### config.mk
export PLATFORM = sky130hd
export DESIGN_NAME = stoch_bitstream_gen
export DESIGN_NICKNAME = d
export VERILOG_FILES = /design/src/rtl/stoch_bitstream_gen_pkg.sv /design/src/rtl/lfsr_w.sv /design/src/rtl/stoch_bitstream_gen.sv
export SDC_FILE = /design/constraint.sdc
export NUM_CORES = 1
export LEC_CHECK = 0
export BUFFER_PORTS_ARGS = -buffer_cell sky130_fd_sc_hd__buf_2
export CAP_MARGIN = 25
export CORE_MARGIN = 2
export CORE_UTILIZATION = 25
export CTS_CLUSTER_DIAMETER = 40
export DETAILED_ROUTE_END_ITERATION = 10
export PLACE_DENSITY = 0.42
export SYNTH_ARGS = -nofsm -noshare
export SYNTH_HDL_FRONTEND = slang
export SYNTH_SLANG_ARGS = --single-unit
### constraint.sdc
create_clock -name CLK -period 3.8 [get_ports CLK]
set_clock_uncertainty 0.1 [all_clocks]
set_input_delay 0.57 -clock CLK [delete_from_list [all_inputs] [get_ports CLK]]
set_output_delay 0.57 -clock CLK [all_outputs]
set_load 0.05 [all_outputs]
### src/rtl/stoch_bitstream_gen_pkg.sv
// Shared definitions for the stochastic bitstream generator: FSM encoding,
// maximal-length LFSR tap masks for widths 4..16, and a ceil(log2) helper.
// No logic of its own; no latency or flow control.
package stoch_bitstream_gen_pkg;

  typedef enum logic [1:0] {
    ST_IDLE  = 2'd0,
    ST_RUN   = 2'd1,
    ST_FLUSH = 2'd2
  } state_t;

  // Tap masks for a left-shifting Fibonacci LFSR: mask bit (t-1) is set for
  // each polynomial term x^t. Every entry is a primitive polynomial.
  function automatic logic [15:0] lfsr_taps(input int w);
    logic [15:0] m;
    case (w)
      4:       m = 16'h000C;  // x^4+x^3+1
      5:       m = 16'h0014;  // x^5+x^3+1
      6:       m = 16'h0030;  // x^6+x^5+1
      7:       m = 16'h0060;  // x^7+x^6+1
      8:       m = 16'h00B8;  // x^8+x^6+x^5+x^4+1
      9:       m = 16'h0110;  // x^9+x^5+1
      10:      m = 16'h0240;  // x^10+x^7+1
      11:      m = 16'h0500;  // x^11+x^9+1
      12:      m = 16'h0829;  // x^12+x^6+x^4+x+1
      13:      m = 16'h100D;  // x^13+x^4+x^3+x+1
      14:      m = 16'h2015;  // x^14+x^5+x^3+x+1
      15:      m = 16'h6000;  // x^15+x^14+1
      16:      m = 16'hD008;  // x^16+x^15+x^13+x^4+1
      default: m = 16'h00B8;
    endcase
    return m;
  endfunction

  // Smallest r with 2^r >= n (n >= 1).
  function automatic int clog2(input int n);
    int r;
    r = 0;
    while ((1 << r) < n) r++;
    return r;
  endfunction

endpackage

### src/rtl/lfsr_w.sv
// Maximal-length Fibonacci LFSR of width W; shifts left, feedback into bit 0.
// Latency: STATE updates on the clock edge where LOAD or EN is high.
// No backpressure; RESET and LOAD both force SEED, RESET taking priority.
module lfsr_w
  import stoch_bitstream_gen_pkg::*;
#(
  parameter int W    = 8,  // register width, 4..16
  parameter int SEED = 1   // nonzero load value below 2^W
) (
  input  logic         CLK,
  input  logic         RESET,
  input  logic         LOAD,
  input  logic         EN,
  output logic [W-1:0] STATE
);

  localparam logic [W-1:0] MASK   = W'(lfsr_taps(W));
  localparam logic [W-1:0] SEED_V = W'(SEED);

  logic [W-1:0] r_state;
  logic         w_fb;

  assign w_fb  = ^(r_state & MASK);
  assign STATE = r_state;

  // Seed on reset or load, otherwise step one position when enabled.
  always_ff @(posedge CLK) begin
    if (RESET) begin
      r_state <= SEED_V;
    end else if (LOAD) begin
      r_state <= SEED_V;
    end else if (EN) begin
      r_state <= {r_state[W-2:0], w_fb};
    end
  end

endmodule

### src/rtl/stoch_bitstream_gen.sv
// Emits an L-bit stochastic stream, bit = (LFSR < VALUE), one bit per cycle.
// Latency: first bit one cycle after START is accepted; DONE one cycle after bit L.
// No backpressure: START is ignored while BUSY; downstream must take every bit.
module stoch_bitstream_gen
  import stoch_bitstream_gen_pkg::*;
#(
  parameter int W    = 8,    // operand and LFSR width, 4..16
  parameter int L    = 255,  // stream length in bits, 1..65535
  parameter int SEED = 1     // LFSR load value, nonzero and below 2^W
) (
  input  logic                     CLK,
  input  logic                     RESET,
  input  logic                     START,
  input  logic [W-1:0]             VALUE,
  output logic                     BUSY,
  output logic                     BIT_OUT,
  output logic                     BIT_VALID,
  output logic                     DONE,
  output logic [clog2(L+1)-1:0]    ONES_CNT
);

  localparam int            CW     = clog2(L + 1);
  localparam logic [W-1:0]  SEED_V = W'(SEED);
  localparam logic [CW-1:0] L_V    = CW'(L);

  state_t        r_state;
  state_t        w_state_nxt;
  logic [W-1:0]  r_value;
  logic [CW-1:0] r_bit_cnt;
  logic [CW-1:0] r_ones_cnt;
  logic          r_bit;
  logic          r_bit_vld;

  logic          w_accept;
  logic          w_emit;
  logic          w_lfsr_load;
  logic [W-1:0]  w_lfsr;
  logic [W-1:0]  w_cmp_val;
  logic [W-1:0]  w_cmp_ref;
  logic          w_bit_nxt;

  // The LFSR sits at SEED whenever IDLE (reset or reload in FLUSH) and steps
  // on every cycle that emits a bit, so it always holds the next operand.
  lfsr_w #(
    .W    (W),
    .SEED (SEED)
  ) u_lfsr (
    .CLK   (CLK),
    .RESET (RESET),
    .LOAD  (w_lfsr_load),
    .EN    (w_emit),
    .STATE (w_lfsr)
  );

  // On the accepting edge VALUE has not been latched yet, so compare the
  // live input against SEED; afterwards use the latched value.
  assign w_cmp_val = w_accept ? SEED_V : w_lfsr;
  assign w_cmp_ref = w_accept ? VALUE : r_value;
  assign w_bit_nxt = (w_cmp_val < w_cmp_ref);

  // State register.
  always_ff @(posedge CLK) begin
    if (RESET) begin
      r_state <= ST_IDLE;
    end else begin
      r_state <= w_state_nxt;
    end
  end

  // Next-state and control decode.
  always_comb begin
    w_state_nxt = r_state;
    w_accept    = 1'b0;
    w_emit      = 1'b0;
    w_lfsr_load = 1'b0;
    case (r_state)
      ST_IDLE: begin
        if (START) begin
          w_accept    = 1'b1;
          w_emit      = 1'b1;
          w_state_nxt = ST_RUN;
        end
      end
      ST_RUN: begin
        if (r_bit_cnt == L_V) begin
          w_state_nxt = ST_FLUSH;
        end else begin
          w_emit = 1'b1;
        end
      end
      ST_FLUSH: begin
        w_lfsr_load = 1'b1;
        w_state_nxt = ST_IDLE;
      end
      default: begin
        w_state_nxt = ST_IDLE;
      end
    endcase
  end

  // Output bit, bit counter, ones counter and latched probability.
  always_ff @(posedge CLK) begin
    if (RESET) begin
      r_value    <= '0;
      r_bit      <= 1'b0;
      r_bit_vld  <= 1'b0;
      r_bit_cnt  <= '0;
      r_ones_cnt <= '0;
    end else begin
      if (w_accept) begin
        r_value <= VALUE;
      end
      if (w_emit) begin
        r_bit      <= w_bit_nxt;
        r_bit_vld  <= 1'b1;
        r_bit_cnt  <= w_accept ? CW'(1) : r_bit_cnt + CW'(1);
        r_ones_cnt <= (w_accept ? '0 : r_ones_cnt) + CW'(w_bit_nxt);
      end else begin
        r_bit     <= 1'b0;
        r_bit_vld <= 1'b0;
      end
    end
  end

  assign BUSY      = (r_state != ST_IDLE);
  assign DONE      = (r_state == ST_FLUSH);
  assign BIT_OUT   = r_bit;
  assign BIT_VALID = r_bit_vld;
  assign ONES_CNT  = r_ones_cnt;

endmodule

==> results.toml <==
[global_routing]
antenna_found_initial = 0
grt_pass1_wl_um = 6330
grt_usage_pct = 10.7
gr-total-overflow = 0
grt_start_max_net_pins = 20
grt_pass1_vias = 1333

[route]
routed_wl_um = 3730
vias_per_cell = 4.36
via_count = 1316
drc = 0
dr.pass1.iters = 4
wl_per_cell_um = 12.4
postRouteAntennaNets = 0
drt_iter0_drc = 24

[floorplan]
die-width_um = 87.6
core-area_um2 = 6790
die_area_um2 = 7670
die_y_um = 87.6
start_util_pct = 25.7
io_pins = 23
num_rows = 30

[critical_path]
cp_data_required_time_ns = 3.92
startpoint_type = "flop"
critPathMostFrequentCell = "ha_1"
crit_type = "reg2reg"
r2r_slack_ns = 0.46
critPathArrivalTime_ns = 3.46
end_kind = "flop"
cp_cell_sequence = "or2_2, nor2_1, mux2i_1, ha_1, o211ai_1, a31o_2, a21oi_1, nor2_1, ha_1, ha_1, nand3_1, or3_2, a21oi_1"
slowest_stage = "or3_2"
slowest_delay_ns = 0.41
regToRegEndpoint = "ONES_CNT[4]$_SDFFE_PP0P_"
reg2reg_depth = 13
r2r-start = "r_state[0]$_SDFFE_PP0P_"
path_max_fanout = 7

[synthesis]
synth_area_per_cell_um2 = 9.49
syn_area_um2 = 1750
synth_cells = 184
synthDistinctLibCells = 36
yosys_warnings = 0
synth_nets = 205
ys_seq_area_share_pct = 41.3
synth_seq_cells = 36

[place]
place_hpwl_um = 2640
dp_cells = 295
pre_cts_slack_ns = 0.374
port_buffers = 22
place.gp.congestion = 0.750

[clock_network]
cts.sinks = 36
clockRootBuffer = "clkbuf_8"
h-tree-depth = 2
cts_tree = "done"
postCtsSetupRepairBufs = 0
ctsResizeCount = 0
cts-buffers-inserted = 5
cts.reportedPaths.clkPinSlew_ns = 0.08
clock_path_buffers = 2
postCtsHoldBufs = 0
clk-insertion-delay-late_ns = 0.29

[sta]
fin_ws_ns = 0.461
rsz0062_at_grt = "no"
hold_slack_ns = 0.369
worst_slew_pin_slew_ns = 0.708
maxClockFrequency_ghz = 0.300
relSlewSlack_pct = 52.8
hold_violations = 0
fin_tns_setup_ns = 0
finalCritPeriodShare_pct = 87.9
setup_viol = 0
min_period_ns = 3.34
slew_viol_final = 0

[power_and_ir_drop]
leakage_uw = 0.000840
power_uw = 816
ir_drop_mv = 0.105
power_density_nw_per_um2 = 401

[cells_and_area]
layout-drive-gt1-share_pct = 19.9
syn2layout_area_growth_pct = 16.4
stdcell_count = 302
nets = 227
antenna_cells = 0

[min_path]
whs_path_depth = 2
whs_endpoint = "r_value[0]$_SDFF_PP0_"
min_from = "r_value[0]$_SDFF_PP0_"
hp-class = "reg2reg"

[run_status]
status = "finished, final reports clean"

[job]
maxCapViolCount = 0
per-layer routing:
layer	GRT usage, %	routed length (um)	vias up	part of all wire [%]
met3	3.39	94	7	2.5
met2	17.4	1760	15	47
met4	4.48	51	0	1.4
met1	13.1	1830	602	49
li1	-	-	692	-
met5	0	0	-	0
final cells by class:
class	instances	area, um2
clock buffers	7	96.3
fillers	729	4760
inverters	4	15.0
multi-input cells	136	963
flip-flops and latches	36	721
well taps	96	120
repair buffers	23	118
power breakdown:
part           internal, uW  switching [uW]  total, uW
sequential              393            10.9        404
combinational          42.4            68.9        111
clock                   162             139        301
cell families after synthesis:
| logic type | after synthesis | synth area share, % |
|---|---|---|
| multiplexers | 17 | 9.74 |
| buffers and inverters | 12 | 3.58 |
| AND/OR/NAND/NOR | 68 | 20.6 |
| adder cells (fa/ha/maj) | 10 | 7.16 |
| AO/OA/AOI/OAI | 31 | 12.7 |
| flip-flops | 36 | 41.3 |
| XOR/XNOR | 10 | 5.01 |
per-stage QoR:
step	utilization, %	cell area [um2]
3_5_place_dp	28.5	1940
3_3_place_gp	28.5	1940
4_1_cts	29.9	2030
5_1_grt	29.9	2030
6_report	29.9	2030
2_1_floorplan	-	1750
flip-flops by register name, summed over array words and instances (netlist names):
signal / flops
BIT_OUT: 1
ONES_CNT: 8
BIT_VALID: 1
r_value: 8
r_bit_cnt: 8
r_state: 2
u_lfsr.STATE: 8
cell usage in the layout (no fill, tap or decap):
master     Yosys  layout
nand3_1        2       2
o31ai_1        1       1
nand4_2        1       1
nand2_1        6       6
ha_1          10      10
mux2i_1       17      17
a211o_1        2       2
xnor2_1        3       3
nand4_1        3       3
or3_1          3       3
buf_4          0       1
buf_2          2      22
or3b_1         1       1
nor4_1         2       2
a21oi_1       11      11
and2_1        11      11
o21ai_0        5       5
inv_1          4       4
and4b_2        1       1
nor2_1        30      30
and4_1         1       1
or3_2          1       1
a31o_2         1       1
and3_1         1       1
o2111ai_1      3       3
a21oi_2        1       1
o221ai_4       1       1
nand2b_1       1       1
o21ai_2        1       1
clkbuf_8       0       7
and2b_4        1       1
o211ai_1       5       5
dfxtp_1       36      36
xor2_1         7       7
or2_2          2       2
or4_4          1       1
critical path: cells and delay by family (launching register included):
family / cells / cell delay, ns
simple gates: 5 / 1.33
flops: 1 / 0.39
fa+ha+maj: 3 / 0.65
compound gates: 4 / 0.51
mux: 1 / 0.29
synth_stat cells:
cell type,number,share of area (%)
dfxtp_1,36,41
nor2_1,30,6.4
mux2i_1,17,9.7
a21oi_1,11,3.2
and2_1,11,3.9
ha_1,10,7.2
xor2_1,7,3.5
nand2_1,6,1.3
o211ai_1,5,2.1
o21ai_0,5,1.4
clkbuf_1,4,0.86
inv_1,4,0.86
nand4_1,3,1.1
o2111ai_1,3,1.5
or3_1,3,1.1
xnor2_1,3,1.5
a211o_1,2,1.0
buf_2,2,0.57
buf_6,2,1.3
nand3_1,2,0.57
nor4_1,2,0.72
or2_2,2,0.72
a21oi_2,1,0.50
a31o_2,1,0.50
and2b_4,1,0.57
and3_1,1,0.36
and4_1,1,0.50
and4b_2,1,0.64
nand2b_1,1,0.36
nand4_2,1,0.72
o21ai_2,1,0.50
o221ai_4,1,1.5
o31ai_1,1,0.43
or3_2,1,0.43
or3b_1,1,0.50
or4_4,1,0.64
how the worst max path moves through the flow:
| stage | start | endpoint | slack, ns | depth (start not counted) |
|---|---|---|---|---|
| 2_1_floorplan | START | ONES_CNT[4]$_SDFFE_PP0P_ | 0.59 | 14 |
| 3_3_place_gp | START | ONES_CNT[4]$_SDFFE_PP0P_ | 0.40 | 14 |
| 3_5_place_dp | START | ONES_CNT[4]$_SDFFE_PP0P_ | 0.37 | 14 |
| 4_1_cts | r_state[0]$_SDFFE_PP0P_ | ONES_CNT[4]$_SDFFE_PP0P_ | 0.41 | 13 |
| 5_1_grt | r_state[0]$_SDFFE_PP0P_ | ONES_CNT[4]$_SDFFE_PP0P_ | 0.10 | 13 |
| 6_report | r_state[0]$_SDFFE_PP0P_ | ONES_CNT[4]$_SDFFE_PP0P_ | 0.46 | 13 |
Power figures use the tool's default switching activity.
